### src/rtl/pt_pkg.sv
// Shared definitions for the PT2262-compatible frame encoder.
// Contents: trit encodings, pulse widths in units of alpha, FSM state codes, and a helper
// that gives the output level inside one code bit.
package pt_pkg;

    // Trit encodings; 2'b11 is reserved and treated as F.
    localparam logic [1:0] TRIT_0 = 2'b00;
    localparam logic [1:0] TRIT_1 = 2'b01;
    localparam logic [1:0] TRIT_F = 2'b10;

    // Pulse widths in alpha units.
    localparam int unsigned SHORT_A = 4;
    localparam int unsigned LONG_A  = 12;
    localparam int unsigned HALF_A  = 16;
    localparam int unsigned BIT_A   = 32;
    localparam int unsigned SYNC_A  = 128;

    // FSM state codes.
    typedef logic [1:0] state_t;
    localparam state_t ST_IDLE = 2'd0;
    localparam state_t ST_BIT  = 2'd1;
    localparam state_t ST_SYNC = 2'd2;

    // Output level at alpha position acnt (0..BIT_A-1) inside a code bit carrying trit.
    function automatic logic bit_level(input logic [1:0] trit, input logic [6:0] acnt);
        logic       second_half;
        logic [6:0] pos;
        logic [6:0] width;
        second_half = (acnt >= 7'(HALF_A));
        pos         = second_half ? (acnt - 7'(HALF_A)) : acnt;
        if (trit == TRIT_0) begin
            width = 7'(SHORT_A);
        end else if (trit == TRIT_1) begin
            width = 7'(LONG_A);
        end else begin
            // F and the reserved code: short pulse first, long pulse second.
            width = second_half ? 7'(LONG_A) : 7'(SHORT_A);
        end
        return pos < width;
    endfunction

endpackage

### src/rtl/pt_alpha_tick.sv
// Alpha prescaler: counts 0..DIV-1 while enabled and strobes tick on the wrap cycle.
// Ports:
//   clk, rst : clock and asynchronous active-high reset
//   clear    : restart the count so the next alpha is a full DIV cycles long
//   en       : count enable
//   tick     : one-cycle strobe marking the last cycle of each alpha
module pt_alpha_tick #(
    parameter int unsigned DIV = 1
) (
    input  logic clk,
    input  logic rst,
    input  logic clear,
    input  logic en,
    output logic tick
);

    localparam int unsigned W = (DIV > 1) ? $clog2(DIV) : 1;

    logic [W-1:0] cnt_q;

    assign tick = en && (cnt_q == W'(DIV - 1));

    always_ff @(posedge clk or posedge rst) begin
        if (rst) begin
            cnt_q <= '0;
        end else if (clear) begin
            cnt_q <= '0;
        end else if (en) begin
            cnt_q <= tick ? '0 : cnt_q + 1'b1;
        end
    end

endmodule

### src/rtl/pt_frame_gen.sv
// PT2262-compatible frame encoder. Accepts a trit word over valid/ready and sends it as
// NBITS code bits (trit 0 first) followed by a sync bit, REPEAT times or until stop.
// Ports:
//   clk, rst : clock and asynchronous active-high reset
//   code     : 2*NBITS trit word, trit i at code[2i+1:2i]
//   valid    : code is offered; accepted on a rising edge with ready
//   ready    : high in IDLE
//   stop     : finish the current frame, then return to IDLE
//   q        : registered serial output
//   busy     : high while not IDLE
//   done     : one-cycle pulse on the cycle IDLE is re-entered
module pt_frame_gen
    import pt_pkg::*;
#(
    parameter int unsigned NBITS     = 12,
    parameter int unsigned ALPHA_DIV = 1,
    parameter int unsigned REPEAT    = 4
) (
    input  logic               clk,
    input  logic               rst,
    input  logic [2*NBITS-1:0] code,
    input  logic               valid,
    output logic               ready,
    input  logic               stop,
    output logic               q,
    output logic               busy,
    output logic               done
);

    localparam int unsigned TW = (NBITS > 1) ? $clog2(NBITS) : 1;
    localparam int unsigned RW = $clog2(REPEAT) + 1;

    state_t             state_q, state_d;
    logic [6:0]         acnt_q, acnt_d;
    logic [TW-1:0]      tidx_q, tidx_d;
    logic [RW-1:0]      rcnt_q, rcnt_d;
    logic [2*NBITS-1:0] sreg_q, sreg_d;
    logic               stop_seen_q, stop_seen_d;
    logic               q_q, q_d;
    logic               done_q, done_d;
    logic               accept;
    logic               alpha_tick;

    assign ready  = (state_q == ST_IDLE);
    assign busy   = !ready;
    assign accept = valid && ready;
    assign q      = q_q;
    assign done   = done_q;

    pt_alpha_tick #(
        .DIV (ALPHA_DIV)
    ) u_alpha_tick (
        .clk   (clk),
        .rst   (rst),
        .clear (accept),
        .en    (busy),
        .tick  (alpha_tick)
    );

    always_comb begin
        state_d     = state_q;
        acnt_d      = acnt_q;
        tidx_d      = tidx_q;
        rcnt_d      = rcnt_q;
        sreg_d      = sreg_q;
        stop_seen_d = stop_seen_q;
        done_d      = 1'b0;
        q_d         = 1'b0;
        case (state_q)
            ST_IDLE: begin
                stop_seen_d = 1'b0;
                if (accept) begin
                    sreg_d  = code;
                    acnt_d  = '0;
                    tidx_d  = '0;
                    rcnt_d  = '0;
                    state_d = ST_BIT;
                end
            end
            ST_BIT: begin
                stop_seen_d = stop_seen_q || stop;
                // q is registered from the current position, so it trails the counters by
                // one cycle; this gives the one-cycle accept-to-q latency.
                q_d = bit_level(sreg_q[1:0], acnt_q);
                if (alpha_tick) begin
                    if (acnt_q == 7'(BIT_A - 1)) begin
                        acnt_d = '0;
                        // Rotate so the latched word is intact again after NBITS trits.
                        sreg_d = (sreg_q >> 2) | (sreg_q << (2 * NBITS - 2));
                        if (tidx_q == TW'(NBITS - 1)) begin
                            tidx_d  = '0;
                            state_d = ST_SYNC;
                        end else begin
                            tidx_d = tidx_q + 1'b1;
                        end
                    end else begin
                        acnt_d = acnt_q + 1'b1;
                    end
                end
            end
            ST_SYNC: begin
                stop_seen_d = stop_seen_q || stop;
                q_d         = (acnt_q < 7'(SHORT_A));
                if (alpha_tick) begin
                    if (acnt_q == 7'(SYNC_A - 1)) begin
                        acnt_d = '0;
                        // A stop in this final cycle still counts for this frame.
                        if (stop_seen_q || stop || (rcnt_q == RW'(REPEAT - 1))) begin
                            stop_seen_d = 1'b0;
                            done_d      = 1'b1;
                            state_d     = ST_IDLE;
                        end else begin
                            rcnt_d  = rcnt_q + 1'b1;
                            state_d = ST_BIT;
                        end
                    end else begin
                        acnt_d = acnt_q + 1'b1;
                    end
                end
            end
            default: begin
                state_d = ST_IDLE;
            end
        endcase
    end

    always_ff @(posedge clk or posedge rst) begin
        if (rst) begin
            state_q     <= ST_IDLE;
            acnt_q      <= '0;
            tidx_q      <= '0;
            rcnt_q      <= '0;
            sreg_q      <= '0;
            stop_seen_q <= 1'b0;
            q_q         <= 1'b0;
            done_q      <= 1'b0;
        end else begin
            state_q     <= state_d;
            acnt_q      <= acnt_d;
            tidx_q      <= tidx_d;
            rcnt_q      <= rcnt_d;
            sreg_q      <= sreg_d;
            stop_seen_q <= stop_seen_d;
            q_q         <= q_d;
            done_q      <= done_d;
        end
    end

endmodule

### config.mk
export PLATFORM = sky130hd
export DESIGN_NAME = pt_frame_gen
export DESIGN_NICKNAME = d
export VERILOG_FILES = /design/src/rtl/pt_pkg.sv /design/src/rtl/pt_alpha_tick.sv /design/src/rtl/pt_frame_gen.sv
export SDC_FILE = /design/constraint.sdc
export NUM_CORES = 1
export LEC_CHECK = 0
export ABC_AREA = 1
export CELL_PAD_IN_SITES_DETAIL_PLACEMENT = 1
export CELL_PAD_IN_SITES_GLOBAL_PLACEMENT = 1
export CORE_UTILIZATION = 44
export DETAILED_ROUTE_END_ITERATION = 8
export HOLD_SLACK_MARGIN = 0.05
export PLACE_DENSITY = 0.87
export SETUP_SLACK_MARGIN = 0.1
export SLEW_MARGIN = 20
export SYNTH_ARGS = -nofsm -noshare
export SYNTH_HDL_FRONTEND = slang
export SYNTH_SLANG_ARGS = --single-unit
### constraint.sdc
create_clock -name clk -period 2.8 [get_ports clk]
set_input_delay 0.56 -clock clk [delete_from_list [all_inputs] [get_ports clk]]
set_output_delay 0.56 -clock clk [all_outputs]
set_load 0.005 [all_outputs]
==> results of run 1 <==
-- per-layer routing --
layer  wire [µm]  part of all wire  up-vias
met5           0                 0        -
met4          47            0.0079        0
met3         154             0.026        4
met2        2990              0.50       30
met1        2780              0.46     1097
li1            -                 -     1164
-- power groups by stage --
stage,Clock (W),Sequential (W),Combinational [W]
final,0.000395,0.000969,0.00152
after global routing,0.000420,0.000997,0.00176
after CTS,0.000400,0.000972,0.00154
after detailed placement,0,0.000984,0.00152
after global placement,0,0.000967,0.00145
after floorplan,0,0.000949,0.00122
-- worst min-delay path, cell delays in order (launching register included) --
cell and delay [ps]:
dfrtp_1 360, nand2_1 50, nand2_1 50
-- kinds of logic (layout without fill, tap and decap cells) --
family / Yosys count / in the layout / synth area share
AND/OR/NAND/NOR: 165 / 165 / 0.265
flip-flops: 44 / 44 / 0.422
adder cells (fa/ha/maj): 12 / 12 / 0.0576
AO/OA/AOI/OAI: 68 / 68 / 0.146
XOR/XNOR: 1 / 1 / 0.00336
buffers and inverters: 64 / 93 / 0.105
-- registers in the layout, indices dropped and copies added (netlist names) --
register            flops
u_alpha_tick.cnt_q      1
q                       1
acnt_q                  7
rcnt_q                  3
state_q                 2
done                    1
stop_seen_q             1
tidx_q                  4
sreg_q                 24
-- final cells by class --
type	count	area [µm²]	share of cell area
sequential	44	1100	0.363
multi-input combinational	246	1230	0.406
timing repair buffer	34	333	0.110
tap	72	90.1	0.0297
clock buffer	5	68.8	0.0227
clock inverter	2	12.5	0.00413
inverter	52	195	0.0644
-- synthesized netlist by cell type --
library cell  number  share of area
nor3_1             2         0.0038
buf_8              1         0.0058
o21bai_1           3         0.0086
buf_6              2         0.0086
dfrtp_1           44           0.42
nand3_2            2         0.0077
nand3b_1           1         0.0029
nand2_2            1         0.0024
buf_2              6          0.012
ha_1              12          0.058
a21oi_1            6          0.012
xor2_1             1         0.0034
a211oi_1           1         0.0029
inv_1             50          0.072
o21a_1             1         0.0029
o21ai_2            7          0.024
nor2_2             2         0.0048
nand2_1          119           0.17
inv_2              2         0.0029
nor2_4             1         0.0043
or2_2              4         0.0096
o21ai_0           49          0.094
nand3_1           15          0.029
a31oi_1            1         0.0024
clkbuf_1           3         0.0043
nand4_1            4         0.0096
nor2_1            14          0.020
-- worst paths after layout --
kind | to | slack (ps) | cells after the start
max | sreg_q[20] | 530 | 9
min | stop_seen_q | 500 | 2
max reg2reg | sreg_q[20] | 530 | 9
min reg2reg | stop_seen_q | 500 | 2
max in group asynchronous | sreg_q[4] | 1700 | 3
min in group asynchronous | rcnt_q[2] | 700 | 3
-- metrics by stage --
| stage | cell area, µm² | setup WS [ps] | utilization | hold slack, ps | instances |
|---|---|---|---|---|---|
| floorplan | 2610 | 1130 | - | 450 | 354 |
| global placement | 2950 | 626 | 0.526 | 467 | 448 |
| detailed placement | 2950 | 520 | 0.526 | 482 | 448 |
| CTS | 3030 | 526 | 0.541 | 504 | 455 |
| global route | 3030 | 311 | 0.541 | 527 | 455 |
| finish | 3030 | 532 | 0.541 | 495 | 455 |
==> metrics, run 1 <==
status=completed; count of cell types in the netlist=27; static leakage=1.56 nW; later-pin clock latency in the skew report=300 ps; sequence of cells on the critical path=inv_1, ha_1, inv_2, nand2_1, nand2_2, o21ai_2, nor2_4, buf_4, o21ai_0; max-slew violation count=0; worst path bufs/invs=3; number of cells upsized or downsized after cts=0; setup repair after global routing missed its margin=no; worst path required time=2960 ps; f_max=441 MHz; Netlist Area Pre-Place=approximately 2600 µm²; First-pass DRT Iterations=4; Gate Count Post-Synth=354; final count of negative-setup-slack endpoints=0; count of endpoints failing hold in the final timing report=0; Max Cap Violations=0; slew at the pin closest to its max-slew limit=565 ps; cell type group with the largest total delay on the critical path=buffers and inverters; largest fanout on the critical path=49; mean routed wirelength per cell=13.1 µm; internal power contribution=0.00153 W; synthesis-stage register bit count=44; number of input and output port buffers inserted=31; element type at the critical path start=flip-flop; vias in the first global route=approximately 2.3k; mean cell area of the mapped netlist=around 7.4 µm²; Die ar.=just over 6000 µm²; vias per cell=5.04; most common cell after layout, fill and taps aside=nand2_1; switching part of the total=0.468; final weighted congestion in routability-driven placement=0.824; arrival time at the worst endpoint=roughly 2400 ps; gr usage total=0.214; stage delay of the slowest cell on the critical path=390 ps; start-to-end type of the worst setup path=flip-flop to flip-flop; Synth warnings=0; root cell of the clock tree=clkbuf_8; share of total power in combinational logic=0.527; number of remaining DRC errors=0; Clock Sinks=44; setup total negative slack=0 ps; Antenna Diode Count=0; floorplan row count=27; Final Power=0.00288 W; fraction of final layout cells sized beyond drive strength 1=0.0757; standard cell core area=approximately 5600 µm²; vias after detailed routing=~2.3k; origin of the worst setup path=state_q[1]; TritonCTS clock tree=done; overall die width=79.0 µm; routed wire length=roughly 6.0 mm; share of the clock period used by the worst path after layout=0.810; HPWL Detailed=4.33 mm; number of H-tree levels=2; busiest layer in global routing=met2; Hold/Removal Path Class=flip-flop to flip-flop; post-synthesis sequential area ratio=0.422; cts-stage hold buffer count=0; total gr overflow=0; initial detailed-routing violation count=97; element type at the critical path end=flip-flop; Initial Util=0.465; Final Net Count=423; initial antenna violation count=0; relative contribution of the clock network to total power=0.137; maximum number of buffers from clock root to sink=2; number of primary I/O pins=32; Worst VDD drop=~0.0004 V; synthesized netlist net count=394; register clock-pin slew on the reported worst setup and hold paths=90 ps; Worst Skew=a little over 7 ps; met2 track demand over resource in global routing=0.360; worst max-slew margin expressed relative to the limit=0.624; met1 usage=0.292; worst reg2reg path startpoint=state_q[1]; synthesis-to-finish area growth=16.3%; number of clock buffers inserted by TritonCTS=5; reported net switching power=0.00135 W; Worst Hold Launch=stop_seen_q; Vert. Die Dim=roughly 79 µm; portion of total power attributed to sequential cells=0.336; M3 GR Usage=0.0310; pin count of the biggest net entering global routing=50; final critical delay including setup and external delays=around 2300 ps; count of filler cells inserted in the layout=~740; first-pass GRT wire length=10.6 mm; commonest non-fill, non-tap cells in the layout=119 x nand2_1, 49 x inv_1, 49 x o21ai_0; # Post-CTS Setup Buffers=0; number of nets still failing antenna checks after routing=0; PD cells=952 nW/µm²; cell with the largest stage delay on the worst path=buf_4
No activity file was read; power rests on OpenSTA's default activity.
==> run 2: changes to the inputs <==
Settings changed: CORE_UTILIZATION 44 to 37, PLACE_DENSITY 0.87 to 0.78.
Clock period 2.8 ns to 1.9 ns, I/O delays scaled along.
==> run 2 against run 1 <==
Against the previous run:
- wire length up 31%
- clock-buffer cell count up 2
- hold slack got worse by 87 ps
- clock skew up 1.9 ps
- largest power group unchanged
- final cell count grew 12%
- clock power up 110%
- sequential power is 48% higher
- critical path depth grew 2
- fmax grew 27%
- highest routed layer unchanged
- die area grew 18%
==> metrics, run 2 (same netlist as run 1, synthesis figures left out) <==
Final Net Count=454 (+7.3%); HPWL Detailed=4.52 mm (+4.2%); number of input and output port buffers inserted=31 (unchanged); final critical delay including setup and external delays=1780 ps (-485 ps); later-pin clock latency in the skew report=310 ps (about the same); setup total negative slack=0 ps (unchanged); worst reg2reg path startpoint=acnt_q[5]; DP Cell Count=481 (+7.4%); pin count of the biggest net entering global routing=45 (-10%); vias per cell=4.98 (-1.3%); largest fanout on the critical path=2 (-96%); slew at the pin closest to its max-slew limit=289 ps (-276 ps); element type at the critical path start=flip-flop; setup repair after global routing missed its margin=yes; standard cell core area=6790 µm² (+21%); Antenna Diode Count=0 (unchanged); sequence of cells on the critical path=inv_2, ha_4, inv_1, nor2_1, nand3_1, nand2_1, o21ai_1, ha_1, a211oi_2, nand2_1, a21oi_2; Clock Sinks=44 (unchanged); Initial Util=0.384 (-0.0811); vias in the first global route=2567 (+12%); registers with the most flip-flops=sreg_q (24), acnt_q (7), tidx_q (4); Worst VDD drop=0.000688 V (+70%); worst setup slack after placement=-41.3 ps (-561 ps); number of primary I/O pins=32 (unchanged); area post-placement=3070 µm² (+4.2%); number of clock buffers inserted by TritonCTS=5 (unchanged); final count of negative-setup-slack endpoints=0 (unchanged); Die ar.=7380 µm² (+18%); cell area after layout=3580 µm² (+18%); share of the clock period used by the worst path after layout=0.938 (+0.128); stage delay of the slowest cell on the critical path=410 ps (+20 ps); most common cell after layout, fill and taps aside=nand2_1; Worst Skew=9.01 ps (+1.93 ps); cts-stage hold buffer count=0 (unchanged); FF-to-FF path depth=11 (+2); fraction of final layout cells sized beyond drive strength 1=0.193 (+0.117); f_max=561 MHz (+27%); final weighted congestion in routability-driven placement=0.787 (-4.5%); setup slack on the worst flop-to-flop path=120 ps (-420 ps); crit path setup slack, layout=117 ps (-415 ps); Max Cap Violations=0 (unchanged); arrival time at the worst endpoint=2020 ps (-410 ps); TritonCTS clock tree=done; FF/Latch Area=1100 µm² (+0.11%); number of standard cells in the layout, taps in and fillers out=511 (+12%); count of endpoints failing hold in the final timing report=0 (unchanged); mean routed wirelength per cell=15.3 µm (+17%); initial antenna violation count=0 (unchanged); gr usage total=0.202 (-0.0123); PD cells=1650 nW/µm² (+73%); worst path required time=2140 ps (-820 ps); worst max-slew margin expressed relative to the limit=0.807 (+0.184); status=completed; synthesis-to-finish area growth=37.3%; overall die width=85.9 µm (+8.8%); number of remaining DRC errors=0 (unchanged); worst path bufs/invs=2 (-1); First-pass DRT Iterations=5 (+1); initial detailed-routing violation count=115 (+19%); Hold/Removal Path Class=input pin to async pin; floorplan row count=30 (+11%); cell type group with the largest total delay on the critical path=adder cells; register clock-pin slew on the reported worst setup and hold paths=90 ps (about the same); maximum number of buffers from clock root to sink=2 (unchanged); endpoint of the most critical register-to-register path=q; commonest non-fill, non-tap cells in the layout=114 x nand2_1, 46 x inv_1, 43 x dfrtp_1; routed wire length=7.82 mm (+31%); crit-path most repeated cell=nand2_1; number of H-tree levels=2 (unchanged); static leakage=1.80 nW (+15%); root cell of the clock tree=clkbuf_8; max-slew violation count=0 (unchanged); number of nets still failing antenna checks after routing=0 (unchanged); first-pass GRT wire length=11.8 mm (+11%); element type at the critical path end=flip-flop; cell with the largest stage delay on the worst path=dfrtp_1; start-to-end type of the worst setup path=flip-flop to flip-flop; count of filler cells inserted in the layout=845 (+14%); vias after detailed routing=2543 (+11%); flip-flop count of the largest register, all copies and words added=24 (unchanged); Reg with most FFs=sreg_q; combined area of the multi-input logic cells=1340 µm² (+8.7%); Vert. Die Dim=85.9 µm (+8.8%); total gr overflow=0 (unchanged)
[run 2: worst max-delay path by stage]
stage | start | endpoint | cells past startpoint
global route | state_q[1] | sreg_q[7] | 12
finish | acnt_q[5] | q | 11
CTS | state_q[0] | sreg_q[7] | 10
floorplan | acnt_q[5] | q | 11
global placement | acnt_q[5] | q | 11
detailed placement | acnt_q[5] | q | 11
[run 2: what timing repair did]
item	in CTS	in global routing
endpoints found under the setup margin	13	41
pin swaps	5	9
resized for setup	15	30
setup buffers	6	11
cloned	0	5
[run 2: power by group]
part	internal (W)	leakage, nW	switching (W)
Sequential	0.00128	0.571	0.000154
Combinational	0.00164	1.16	0.00201
Clock	0.000465	0.0645	0.000356
[run 2: through the flow]
step / util / hold WS, ps / power [W]
2_1_floorplan: - / 450 / 0.00320
3_3_place_gp: 0.452 / 468 / 0.00381
3_5_place_dp: 0.452 / 484 / 0.00391
4_1_cts: 0.484 / 426 / 0.00487
5_1_grt: 0.527 / 452 / 0.00635
6_report: 0.527 / 408 / 0.00590
[run 2: area by class of cell]
class	count	area share
well taps	96	0.0336
multi-input cells	246	0.374
inverters	52	0.0559
clock inverters	1	0.00839
clock buffers	7	0.0269
flip-flops and latches	44	0.308
repair buffers	65	0.193
[run 2: routing by layer]
layer  part of all wire  global-route usage
met1               0.44               0.255
met2               0.52               0.354
met3              0.024              0.0289
met4              0.022              0.0652
met5                  0                   0
[run 2: worst min-delay path, stage by stage]
cell             delay [ps]
clkdlybuf4s50_1         400
clkinv_1                 70
buf_12                  240
==> run 3: changes to the inputs <==
Clock period 1.9 ns to 1.5 ns, I/O delays scaled along.
==> run 3 against run 2 <==
Against the previous run:
- the run now ends with setup timing left
- combinational power is 93% higher
- register-to-register slack worse by 530 ps
- final cell count is 8.0% higher
- global-route usage is 7.7 points higher
- non-clock buffer count is 41 higher
- die area stayed put
- first-iteration DRC count is 10% lower
- power is 68% higher
- critical path depth stayed put
- clock-buffer cell count stayed put
- clock skew hardly changed
==> metrics, run 3 (same netlist as run 1, synthesis figures left out) <==
vias per cell=5.24 (+5.3%); gr usage total=0.278 (+0.0765); element type at the critical path end=flip-flop; PD cells=2300 nW/µm² (+40%); root cell of the clock tree=clkbuf_8; number of nets still failing antenna checks after routing=0 (unchanged); total gr overflow=0 (unchanged); first-pass GRT wire length=15.4 mm (+31%); static leakage=2.15 nW (+20%); Vert. Die Dim=85.9 µm (unchanged); Die ar.=7380 µm² (unchanged); number of standard cells in the layout, taps in and fillers out=552 (+8.0%); routed wire length=10.6 mm (+35%); First-pass DRT Iterations=4 (-1); mean routed wirelength per cell=19.1 µm (+25%); share of the clock period used by the worst path after layout=1.28 (+0.338); count of filler cells inserted in the layout=783 (-7.3%); largest fanout on the critical path=3 (+1); Clock Sinks=44 (unchanged); cts-stage hold buffer count=0 (unchanged); number of remaining DRC errors=0 (unchanged); final count of negative-setup-slack endpoints=45 (+45); TritonCTS clock tree=done; worst max-slew margin expressed relative to the limit=0.699 (-0.109); violated checks=setup timing; maximum number of buffers from clock root to sink=2 (unchanged); number of clock buffers inserted by TritonCTS=5 (unchanged); count of endpoints failing hold in the final timing report=0 (unchanged); DP Cell Count=504 (+4.8%); vias after detailed routing=2894 (+14%); later-pin clock latency in the skew report=310 ps (about the same); area post-placement=3340 µm² (+8.8%); most common cell after layout, fill and taps aside=nand2_1; registers with the most flip-flops=sreg_q (24), acnt_q (7), tidx_q (4); Final Net Count=495 (+9.0%); worst path required time=1730 ps (-410 ps); Hold/Removal Path Class=input pin to async pin; arrival time at the worst endpoint=2150 ps (+130 ps); register clock-pin slew on the reported worst setup and hold paths=90 ps (about the same); Worst Skew=8.60 ps (-0.414 ps); cell area after layout=4320 µm² (+21%); fraction of final layout cells sized beyond drive strength 1=0.417 (+0.224); number of H-tree levels=2 (unchanged); HPWL Detailed=5.21 mm (+15%); Reg with most FFs=sreg_q; f_max=523 MHz (-6.8%); element type at the critical path start=flip-flop; commonest non-fill, non-tap cells in the layout=82 x nand2_1, 44 x buf_4, 43 x dfrtp_1; crit path setup slack, layout=-414 ps (-531 ps); number of input and output port buffers inserted=31 (unchanged); number of primary I/O pins=32 (unchanged); Worst VDD drop=0.00133 V (+94%); overall die width=85.9 µm (unchanged); synthesis-to-finish area growth=65.6%; Max Cap Violations=0 (unchanged); status=finished with violations; Antenna Diode Count=0 (unchanged); setup repair after global routing missed its margin=yes; slew at the pin closest to its max-slew limit=449 ps (+160 ps); final weighted congestion in routability-driven placement=0.807 (+2.6%); initial detailed-routing violation count=103 (-10%); vias in the first global route=3126 (+22%); max-slew violation count=0 (unchanged); final critical delay including setup and external delays=1910 ps (+131 ps); pin count of the biggest net entering global routing=26 (-42%); initial antenna violation count=0 (unchanged); Initial Util=0.384 (unchanged); start-to-end type of the worst setup path=flip-flop to flip-flop; standard cell core area=6790 µm² (unchanged); floorplan row count=30 (unchanged); flip-flop count of the largest register, all copies and words added=24 (unchanged)
[run 3: cell types whose count changed in the layout (fill, tap and decap cells not counted), moves of 7 or more]
cell,before,now
buf_6,3,22
o21ai_2,6,22
nand3_1,15,8
nand2_1,114,82
buf_4,23,44
o21ai_0,41,22
nand2_2,4,22
nand2_4,2,15
[run 3: final timing paths]
| path | startpoint | to | slack (ps) | cells after the start |
|---|---|---|---|---|
| worst max register to register | acnt_q[5] | q | -410 | 11 |
| max in group asynchronous | rst | sreg_q[1] | 790 | 3 |
| worst max-delay path | acnt_q[5] | q | -410 | 11 |
| worst min-delay path | rst | sreg_q[20] | 240 | 2 |
| min in group clk | stop_seen_q | stop_seen_q | 500 | 2 |
| worst min register to register | stop_seen_q | stop_seen_q | 500 | 2 |
[run 3: critical path: stages, from the launching register on]
cell and delay (ps):
dfrtp_1 430, inv_2 90, ha_4 140, inv_2 40
nor2_2 90, nand3_1 110, nand2_2 100, o21ai_1 70
ha_1 310, a211oi_2 200, nand2_1 110, a21oi_2 150
[run 3: layer usage]
metal	vias up	routed length [µm]	track usage
met5	-	0	0
met4	0	590	0.139
met3	44	377	0.0404
met2	89	5720	0.540
met1	1440	3860	0.289
li1	1321	-	-
[run 3: report_power, final]
part           internal, W  switching (W)
clock network     0.000589       0.000451
registers          0.00162       0.000223
logic              0.00337        0.00368
total              0.00558        0.00435
[run 3: cell type report]
cell class | count | area, µm² | share of cell area
inverter | 52 | 208 | 0.0481
clock buffer | 7 | 96.3 | 0.0223
timing repair buffer | 106 | 1100 | 0.256
clock inverter | 1 | 30.0 | 0.00696
sequential | 44 | 1100 | 0.255
tap | 96 | 120 | 0.0278
multi-input combinational | 246 | 1660 | 0.384
[run 3: per-stage QoR]
step	total power, W	setup TNS, ps	setup WS (ps)	hold WS (ps)	utilization
2_1_floorplan	0.00447	-1010	-97.0	450	-
3_3_place_gp	0.00531	-4860	-220	467	0.492
3_5_place_dp	0.00549	-6380	-247	486	0.492
4_1_cts	0.00900	-7880	-266	252	0.603
5_1_grt	0.0105	-15400	-466	275	0.635
6_report	0.00993	-13210	-414	241	0.635
[run 3: what timing repair did]
action,CTS,global route
gates cloned,6,0
pin swaps,25,19
endpoints found under the setup margin,47,45
setup buffers,28,11
resized for setup,96,56
